File: src/rtl/sram_like_arbiter_pkg.sv
// Shared types for the sram-like port arbiter: master IDs stored in the in-order ID FIFO.
package sram_like_arbiter_pkg;

    typedef enum logic {
        SRAM_ID_INST = 1'b0,
        SRAM_ID_DATA = 1'b1
    } sram_id_e;

    localparam logic [1:0] INST_SIZE = 2'h2;

endpackage

File: src/rtl/arb_id_fifo.sv
// In-order FIFO of request owners; one entry per accepted request, popped on each response.
module arb_id_fifo
    import sram_like_arbiter_pkg::*;
#(
    parameter int unsigned DEPTH = 4,
    parameter int unsigned AW    = 2
) (
    input  logic     clk,
    input  logic     resetn,
    input  logic     push,
    input  logic     pop,
    input  sram_id_e din,
    output logic     full,
    output logic     empty,
    output sram_id_e head
);

    sram_id_e       slots [DEPTH];
    logic [AW-1:0]  wr_ptr;
    logic [AW-1:0]  rd_ptr;
    logic [AW:0]    count;
    logic           do_push;
    logic           do_pop;

    // A response with nothing outstanding is dropped rather than underflowing.
    assign do_push = push && !full;
    assign do_pop  = pop && !empty;

    always_ff @(posedge clk or negedge resetn) begin
        if (!resetn) begin
            for (int unsigned i = 0; i < DEPTH; i++) begin
                slots[i] <= SRAM_ID_INST;
            end
            wr_ptr <= '0;
            rd_ptr <= '0;
            count  <= '0;
        end else begin
            if (do_push) begin
                slots[wr_ptr] <= din;
                wr_ptr        <= wr_ptr + 1'b1;
            end
            if (do_pop) begin
                rd_ptr <= rd_ptr + 1'b1;
            end
            if (do_push && !do_pop) begin
                count <= count + 1'b1;
            end else if (do_pop && !do_push) begin
                count <= count - 1'b1;
            end
        end
    end

    assign full  = (count == (AW+1)'(DEPTH));
    assign empty = (count == '0);
    assign head  = slots[rd_ptr];

endmodule

File: src/rtl/sram_like_arbiter.sv
// Shares one sram-like memory port between the inst (fetch) and data (load/store) masters,
// with data priority, a grant lock while a request waits, and in-order response routing.
module sram_like_arbiter
    import sram_like_arbiter_pkg::*;
#(
    parameter int unsigned OT_DEPTH = 4,
    parameter int unsigned OT_AW    = 2
) (
    input  logic        clk,
    input  logic        resetn,
    input  logic        inst_req,
    input  logic [31:0] inst_addr,
    output logic        inst_addr_ok,
    output logic        inst_data_ok,
    output logic [31:0] inst_rdata,
    input  logic        data_req,
    input  logic        data_wr,
    input  logic [1:0]  data_size,
    input  logic [3:0]  data_wstrb,
    input  logic [31:0] data_addr,
    input  logic [31:0] data_wdata,
    output logic        data_addr_ok,
    output logic        data_data_ok,
    output logic [31:0] data_rdata,
    output logic        mem_req,
    output logic        mem_wr,
    output logic [1:0]  mem_size,
    output logic [3:0]  mem_wstrb,
    output logic [31:0] mem_addr,
    output logic [31:0] mem_wdata,
    input  logic        mem_addr_ok,
    input  logic        mem_data_ok,
    input  logic [31:0] mem_rdata
);

    sram_id_e sel;
    sram_id_e lock_sel;
    sram_id_e head;
    logic     lock;
    logic     ready;
    logic     accept;
    logic     fifo_full;
    logic     fifo_empty;

    always_comb begin
        if (lock) begin
            sel = lock_sel;
        end else if (data_req) begin
            sel = SRAM_ID_DATA;
        end else begin
            sel = SRAM_ID_INST;
        end
    end

    // ready is cleared asynchronously, so mem_req drops in the same cycle resetn falls.
    assign mem_req = ready && (inst_req || data_req) && !fifo_full;
    assign accept  = mem_req && mem_addr_ok;

    assign inst_addr_ok = accept && (sel == SRAM_ID_INST);
    assign data_addr_ok = accept && (sel == SRAM_ID_DATA);

    always_comb begin
        mem_wr    = 1'b0;
        mem_size  = INST_SIZE;
        mem_wstrb = '0;
        mem_addr  = inst_addr;
        mem_wdata = '0;
        if (sel == SRAM_ID_DATA) begin
            mem_wr    = data_wr;
            mem_size  = data_size;
            mem_wstrb = data_wstrb;
            mem_addr  = data_addr;
            mem_wdata = data_wdata;
        end
    end

    // Once presented, a master keeps the port until accepted; a full FIFO leaves the lock alone.
    always_ff @(posedge clk or negedge resetn) begin
        if (!resetn) begin
            ready    <= 1'b0;
            lock     <= 1'b0;
            lock_sel <= SRAM_ID_INST;
        end else begin
            ready <= 1'b1;
            if (accept) begin
                lock <= 1'b0;
            end else if (mem_req) begin
                lock     <= 1'b1;
                lock_sel <= sel;
            end
        end
    end

    arb_id_fifo #(
        .DEPTH (OT_DEPTH),
        .AW    (OT_AW)
    ) u_id_fifo (
        .clk    (clk),
        .resetn (resetn),
        .push   (accept),
        .pop    (mem_data_ok),
        .din    (sel),
        .full   (fifo_full),
        .empty  (fifo_empty),
        .head   (head)
    );

    assign inst_data_ok = mem_data_ok && !fifo_empty && (head == SRAM_ID_INST);
    assign data_data_ok = mem_data_ok && !fifo_empty && (head == SRAM_ID_DATA);
    assign inst_rdata   = mem_rdata;
    assign data_rdata   = mem_rdata;

endmodule

File: config.mk
export PLATFORM = sky130hd
export DESIGN_NAME = sram_like_arbiter
export DESIGN_NICKNAME = d
export VERILOG_FILES = /design/src/rtl/sram_like_arbiter_pkg.sv /design/src/rtl/arb_id_fifo.sv /design/src/rtl/sram_like_arbiter.sv
export SDC_FILE = /design/constraint.sdc
export NUM_CORES = 1
export LEC_CHECK = 0
export CORE_AREA = 3 3 107 109
export DETAILED_ROUTE_END_ITERATION = 10
export DIE_AREA = 0 0 110 112
export PLACE_DENSITY = 0.67
export SYNTH_ARGS = -nofsm -noshare
export SYNTH_HDL_FRONTEND = slang
export SYNTH_HIERARCHICAL = 1
export SYNTH_SLANG_ARGS = --single-unit
File: constraint.sdc
create_clock -name clk -period 2.3 [get_ports clk]
set_clock_uncertainty 0.05 [all_clocks]
set_input_delay 0.345 -clock clk [delete_from_list [all_inputs] [get_ports clk]]
set_output_delay 0.345 -clock clk [all_outputs]
set_load 0.01 [all_outputs]
---- Word level (Yosys, flattened, before mapping) ----
Index checks and enable logic that the tools add are counted.
storage, ports and cells
  bits in registers ....................... 14
  bits in latches ......................... 0
  memory bits (writable) .................. 0
  ROM bits ................................ 0
  input port bits ......................... 141
  output and inout bits ................... 140
  word-level logic and storage cells ...... 61
  memories ................................ 0
cells by class
  add/subtract/negate cells ............... 4
  $mul .................................... 0
  div/mod/pow operators ................... 0
  $lt $le $gt $ge ......................... 3
  equal/unequal tests ..................... 1
  shift operators ......................... 0
  muxes and demuxes ....................... 17
  bitwise logic cells ..................... 5
  reductions and logical operators ........ 21
operator list
  kind                                                                   number
  32-bit 2-to-1 mux                                                      2
  1-bit logical AND                                                      12
  1-bit 2-to-1 mux                                                       8
  3-bit greater-or-equal comparator (second input constant)              2
  3-bit 2-to-1 mux                                                       2
  2-bit inverter with 3-bit output                                       2
  2-bit by 1-bit adder with 2-bit output (second input constant)         2
  4-bit bitwise mux                                                      1
  1-bit logical NOT                                                      4
  4-bit 2-to-1 mux                                                       1
  2-bit nonzero test                                                     2
  3-bit by 1-bit adder with 3-bit output (second input constant)         1
  3-bit equality test (second input constant)                            1
  3-bit logical NOT                                                      1
  3-bit by 1-bit < comparator with 1-bit output (second input constant)  1
  1-bit inverter                                                         3
  3-bit by 1-bit subtractor with 3-bit output (second input constant)    1
  1-bit binary-select mux with 2-bit select                              1
  1-bit demux with 2-bit select                                          1
  2-bit 2-to-1 mux                                                       1
  2-bit AND reduction                                                    1
  1-bit logical OR                                                       1

---- Depth between registers and ports, before layout ----
  depth in word-level cells ............... 9
  gate-level depth with buffers ........... 12
  depth with buffers taken out ............ 11

---- By module ----
The synthesis kept the hierarchy.
modules (own cells, without submodules)
  module             instances  cells an instance  area an instance (sq um)
  sram_like_arbiter  1          227                1,336.3
  arb_id_fifo        1          53                 603.1

---- Worst setup path before layout ----
OpenSTA, ideal clock, no wires.
  path kind ............................... register -> register
  start ................................... reg u_id_fifo.count[1]
  end ..................................... reg u_id_fifo.count[1]
  library setup time ...................... 0.125 ns
  arrival ................................. 2.156 ns
  data required time ...................... 2.125 ns
  slack ................................... -0.030 ns
  cell stages (with the launch flop) ...... 11
  path buffers ............................ 1
  period minus slack after synthesis ...... 2.330 ns
  path through ............................ dfrtp_1 -> nor3b_4 -> nand4bb_1 -> inv_1 -> nand2b_1 -> buf_6 -> inv_1 -> ha_1 -> inv_1 -> fa_1 -> mux2_2
on the way
  cells in the longest elaborated chain, start to end .. 8
  elaborated cells on any way between the ends .. 17
  those cells by class .................... add/sub: 2; eq/ne: 1; mux: 2; reduce/logical: 12
RTL lines
  what                                 RTL line                 text
  start, declared                      arb_id_fifo.sv:21        logic [AW:0] count;
  start signal, assigned               arb_id_fifo.sv:46        count <= count + 1'b1;
  start signal, assigned               arb_id_fifo.sv:48        count <= count - 1'b1;
  3-bit equality test (*)              arb_id_fifo.sv:53        assign full = (count == (AW+1)'(DEPTH));
  named net fifo_full                  sram_like_arbiter.sv:42  logic fifo_full;
  1-bit logical NOT (*)                sram_like_arbiter.sv:56  assign mem_req = ready && (inst_req || data_req) && !fifo_full;
  1-bit logical AND (*)                sram_like_arbiter.sv:56
  1-bit logical AND (*)                sram_like_arbiter.sv:57  assign accept = mem_req && mem_addr_ok;
  named net accept                     sram_like_arbiter.sv:41  logic accept;
  1-bit logical AND (*)                arb_id_fifo.sv:26        assign do_push = push && !full;
  named net u_id_fifo.do_push          arb_id_fifo.sv:22        logic do_push;
  1-bit logical NOT                    arb_id_fifo.sv:47        end else if (do_pop && !do_push) begin
  1-bit logical AND                    arb_id_fifo.sv:47
  2-bit nonzero test (no source line)  n/a
The timed path passes the listed nets; every way through them passes the cells marked *. The select of a mux whose other input is x is not followed.
A chain may end at the register's enable or synchronous reset.

---- Worst setup path after layout ----
  start ................................... reg u_id_fifo.rd_ptr[0]
  end ..................................... out data_data_ok
on the way
  cells in the longest elaborated chain, start to end .. 5
RTL lines
  what                                                    RTL line                  text
  start, declared                                         arb_id_fifo.sv:20         logic [AW-1:0] rd_ptr;
  start signal, assigned                                  arb_id_fifo.sv:43         rd_ptr <= rd_ptr + 1'b1;
  2-bit inverter with 3-bit output (not written as such)  arb_id_fifo.sv:55         assign head = slots[rd_ptr];
  1-bit binary-select mux with 2-bit select               arb_id_fifo.sv:55
  1-bit 2-to-1 mux (not written as such) (2 in series)    arb_id_fifo.sv:55
  named net head                                          sram_like_arbiter.sv:38   sram_id_e head;
  1-bit logical AND                                       sram_like_arbiter.sv:109  assign data_data_ok = mem_data_ok && !fifo_empty && (head == SRAM_ID_DATA);
  end, declared                                           sram_like_arbiter.sv:23   output logic data_data_ok,
The timed path passes the listed nets, and every way through them passes these cells. The select of a mux whose other input is x is not followed.

==> impl_metrics.tcl <==
set metrics [dict create \
    status "finished clean" \
    fillers 1168 \
    period_share_pct 97.3 \
    seq_area_frac_synth_pct 18.1 \
    synth_nets 427 \
    cts_tree "yes" \
    critPathSlowestCell "mux4_2" \
    detailed_place_hpwl_um 7000 \
    design_area_um2 3630 \
    cts_max_path_buffers 2 \
    critical_path_arrival_ns 1.84 \
    drive_gt1_share_pct 8.72 \
    vias 2091 \
    ioPinCount 281 \
    worst-path-buf-inv 1 \
    synth_cells 280 \
    fin_total_pwr_uw 3130 \
    first_pass_iters 4 \
    wl_um 8660 \
    yosysWarnings 6 \
    die_w_um 110 \
    numPortBuffers 184 \
    critPathLaunchType "register" \
    min_period_ns 2.24 \
    clk_latency_ns 0.24 \
    slowest_delay_ns 0.53 \
    setup_viol 0 \
    reg2reg_depth 9 \
    core_area_um2 10700 \
    clk_pin_slew_ns 0.06 \
    path_delay_family "multiplexers" \
    worstSetupPathType "register to output pin" \
    cp-endpoint "data_data_ok" \
    antenna_found_initial 0 \
    min_path_type "input port to async pin" \
    grt_pass1_vias 2101 \
    cts_hold_buffers 0 \
    ys_types 30 \
    holdWs_ns 0.441 \
    syn-cell-area_um2 1940 \
    clock_sinks 14 \
    antenna_left 0 \
    p_per_area_nw_per_um2 864 \
    nNetsFinal 561 \
    die_h_um 112 \
    num_rows 38 \
    drt-initial-drc-count 76 \
    grt_usage_pct 12.3 \
    dp.cells 542 \
    critPathLaunch "u_id_fifo/rd_ptr[0]$_DFFE_PN0P_" \
    cts_max_level 1 \
    cts-root-buf "clkbuf_8" \
    path_depth 3 \
    power_frac_clock_pct 7.5 \
    required_ns 1.90 \
    p_sw_share_pct 42.5 \
    setup_tns_ns 0 \
    cap_violations 0 \
    initial_core_util_pct 18.1 \
    post_dp_cell_area_um2 3540 \
    internal-power_uw 1800 \
    leakagePower_uw 0.00184 \
    worstReg2RegEnd "u_id_fifo/count[1]$_DFFE_PN0P_" \
    tightest_slew_ns 0.622 \
    grt_pass1_wl_um 11700 \
    finalHoldViolCount 0 \
    wl_per_cell_um 15.7 \
    cp-end-kind "output pin" \
    path_cells "mux4_2 > and3b_1 > clkdlybuf4s50_1" \
    rrSetupSlack_ns 0.13 \
    crit_path_max_fanout 3 \
    gp_congestion 0.827 \
    timing.slew.headroom_pct 58.4 \
    die-area_um2 12300 \
    diodes 0 \
    syn_avg_cell_area_um2 6.93 \
    fmax_mhz 447 \
    yosys_register_bits 14 \
    regArea_um2 353 \
    pwr-share-comb_pct 77.3 \
    cts_buffers 3 \
    p_seq_share_pct 15.2 \
    vdd_drop_max_mv 0.480 \
    final_cells 553 \
    via_per_inst 3.78 \
    syn_to_final_growth_pct 87.0 \
    p_sw_uw 1330 \
    grt_max_degree 36 \
    r2r_start "u_id_fifo/count[0]$_DFFE_PN0P_" \
    overflow 0 \
    slew_viol_final 0 \
    multi_input_area_um2 1020 \
    route.detailed.drc 0 \
]
power groups by stage:
stage	sequential (uW)	combinational (uW)	clock (uW)
5_1_grt	497	2650	259
6_report	478	2420	234
3_3_place_gp	480	2520	0
3_5_place_dp	486	2530	0
4_1_cts	482	2270	244
2_1_floorplan	460	1310	0
cell type report:
| type | instances | share of cell area (%) |
|---|---|---|
| Clock buffer | 4 | 1.52 |
| Inverter | 6 | 0.690 |
| Multi-Input combinational cell | 184 | 28.2 |
| Sequential cell | 14 | 9.73 |
| Tap cell | 140 | 4.83 |
| Timing Repair Buffer | 205 | 55.0 |
worst min-delay path by stage:
stage	from	endpoint	slack, ns	depth (start not counted)
after floorplan	resetn	lock$_DFFE_PN0P_	-0.0006	0
after global placement	u_id_fifo/rd_ptr[1]$_DFFE_PN0P_	u_id_fifo/rd_ptr[1]$_DFFE_PN0P_	0.43	1
after detailed placement	u_id_fifo/count[2]$_DFFE_PN0P_	u_id_fifo/count[2]$_DFFE_PN0P_	0.45	1
after CTS	u_id_fifo/count[2]$_DFFE_PN0P_	u_id_fifo/count[2]$_DFFE_PN0P_	0.46	1
after global routing	u_id_fifo/rd_ptr[1]$_DFFE_PN0P_	u_id_fifo/rd_ptr[1]$_DFFE_PN0P_	0.47	1
final	resetn	u_id_fifo/wr_ptr[1]$_DFFE_PN0P_	0.44	1
cells by family (layout without fill, tap and decap cells):
| group | count (synthesis) | after routing | synth area share, % |
|---|---|---|---|
| flops | 14 | 14 | 18.1 |
| buf+inv | 82 | 215 | 30.1 |
| xor+xnor | 6 | 6 | 2.71 |
| mux | 5 | 5 | 4.26 |
| other cells | 1 | 1 | 0.193 |
| simple gates | 157 | 157 | 38.0 |
| fa+ha+maj | 6 | 6 | 4.26 |
| compound gates | 9 | 9 | 2.45 |
per-stage QoR:
| stage | utilization [%] | setup slack (ns) |
|---|---|---|
| after floorplan | - | 0.00506 |
| after global placement | 33.1 | -0.147 |
| after detailed placement | 33.1 | -0.221 |
| after CTS | 32.9 | -0.0679 |
| after global routing | 33.9 | -0.00173 |
| final | 33.9 | 0.0611 |
placed cells by master, fill, tap and decap left out, drive strengths merged:
cell / instances
o21a: 1
and2: 38
buf: 19
fa: 1
nand3b: 1
dlymetal6s2s: 4
xnor2: 4
nor2: 4
nand4bb: 1
mux2i: 1
and3b: 1
inv: 6
mux2: 3
nand2: 104
ha: 5
nor3b: 3
nor3: 1
dfrtp: 14
clkbuf: 6
o21ai: 8
clkdlybuf4s50: 108
dlygate4sd2: 72
mux4: 1
nand2b: 3
xor2: 2
conb: 1
nor4b: 1
routing by layer:
metal / vias up / routed length, um / track usage [%]
li1: 1051 / - / -
met1: 901 / 3320 / 14.9
met2: 130 / 4380 / 22.2
met3: 9 / 906 / 2.96
met4: 0 / 46 / 1.41
met5: - / 0 / 0
sequential cells by signal, indices dropped and copies added (netlist names):
name              cells
u_id_fifo/slots       4
u_id_fifo/count       3
u_id_fifo/rd_ptr      2
u_id_fifo/wr_ptr      2
lock                  1
lock_sel              1
ready                 1
synthesized netlist by cell type:
cell       number  area (um2)
mux2_4          1        15.0
mux2_2          2        22.5
xor2_1          2        17.5
nand4bb_1       1        11.3
mux2i_4         1        22.5
nand2_1       104         390
fa_1            1        20.0
nor3_1          1        5.00
buf_4          71         533
nor3b_4         1        18.8
nand3b_1        1        7.51
inv_2           1        3.75
nand2b_1        3        18.8
ha_1            5        62.6
nor2_1          4        15.0
xnor2_1         4        35.0
buf_6           1        11.3
nor3b_1         2        15.0
clkbuf_1        3        11.3
and2_1         38         238
buf_2           1        5.00
and3b_1         1        8.76
nor4b_1         1        8.76
inv_1           5        18.8
mux4_2          1        22.5
o21ai_0         6        30.0
o21ai_1         2        10.0
dfrtp_1        14         350
conb_1          1        3.75
o21a_1          1        7.51
timing repair:
| item | 4_1_cts | 5_1_grt |
|---|---|---|
| setup buffers | 0 | 5 |
| gates cloned | 0 | 2 |
| gates resized for setup | 74 | 8 |
| setup endpoints to repair | 74 | 5 |
| pin swaps | 0 | 1 |
worst register-to-register path: cells and delay by family (launching register included):
family | cells | cell delay (ns)
adder cells (fa/ha/maj) | 2 | 0.60
AND/OR/NAND/NOR | 3 | 0.53
flip-flops | 1 | 0.45
multiplexers | 1 | 0.27
buffers and inverters | 3 | 0.16
Power figures use the tool's default switching activity.
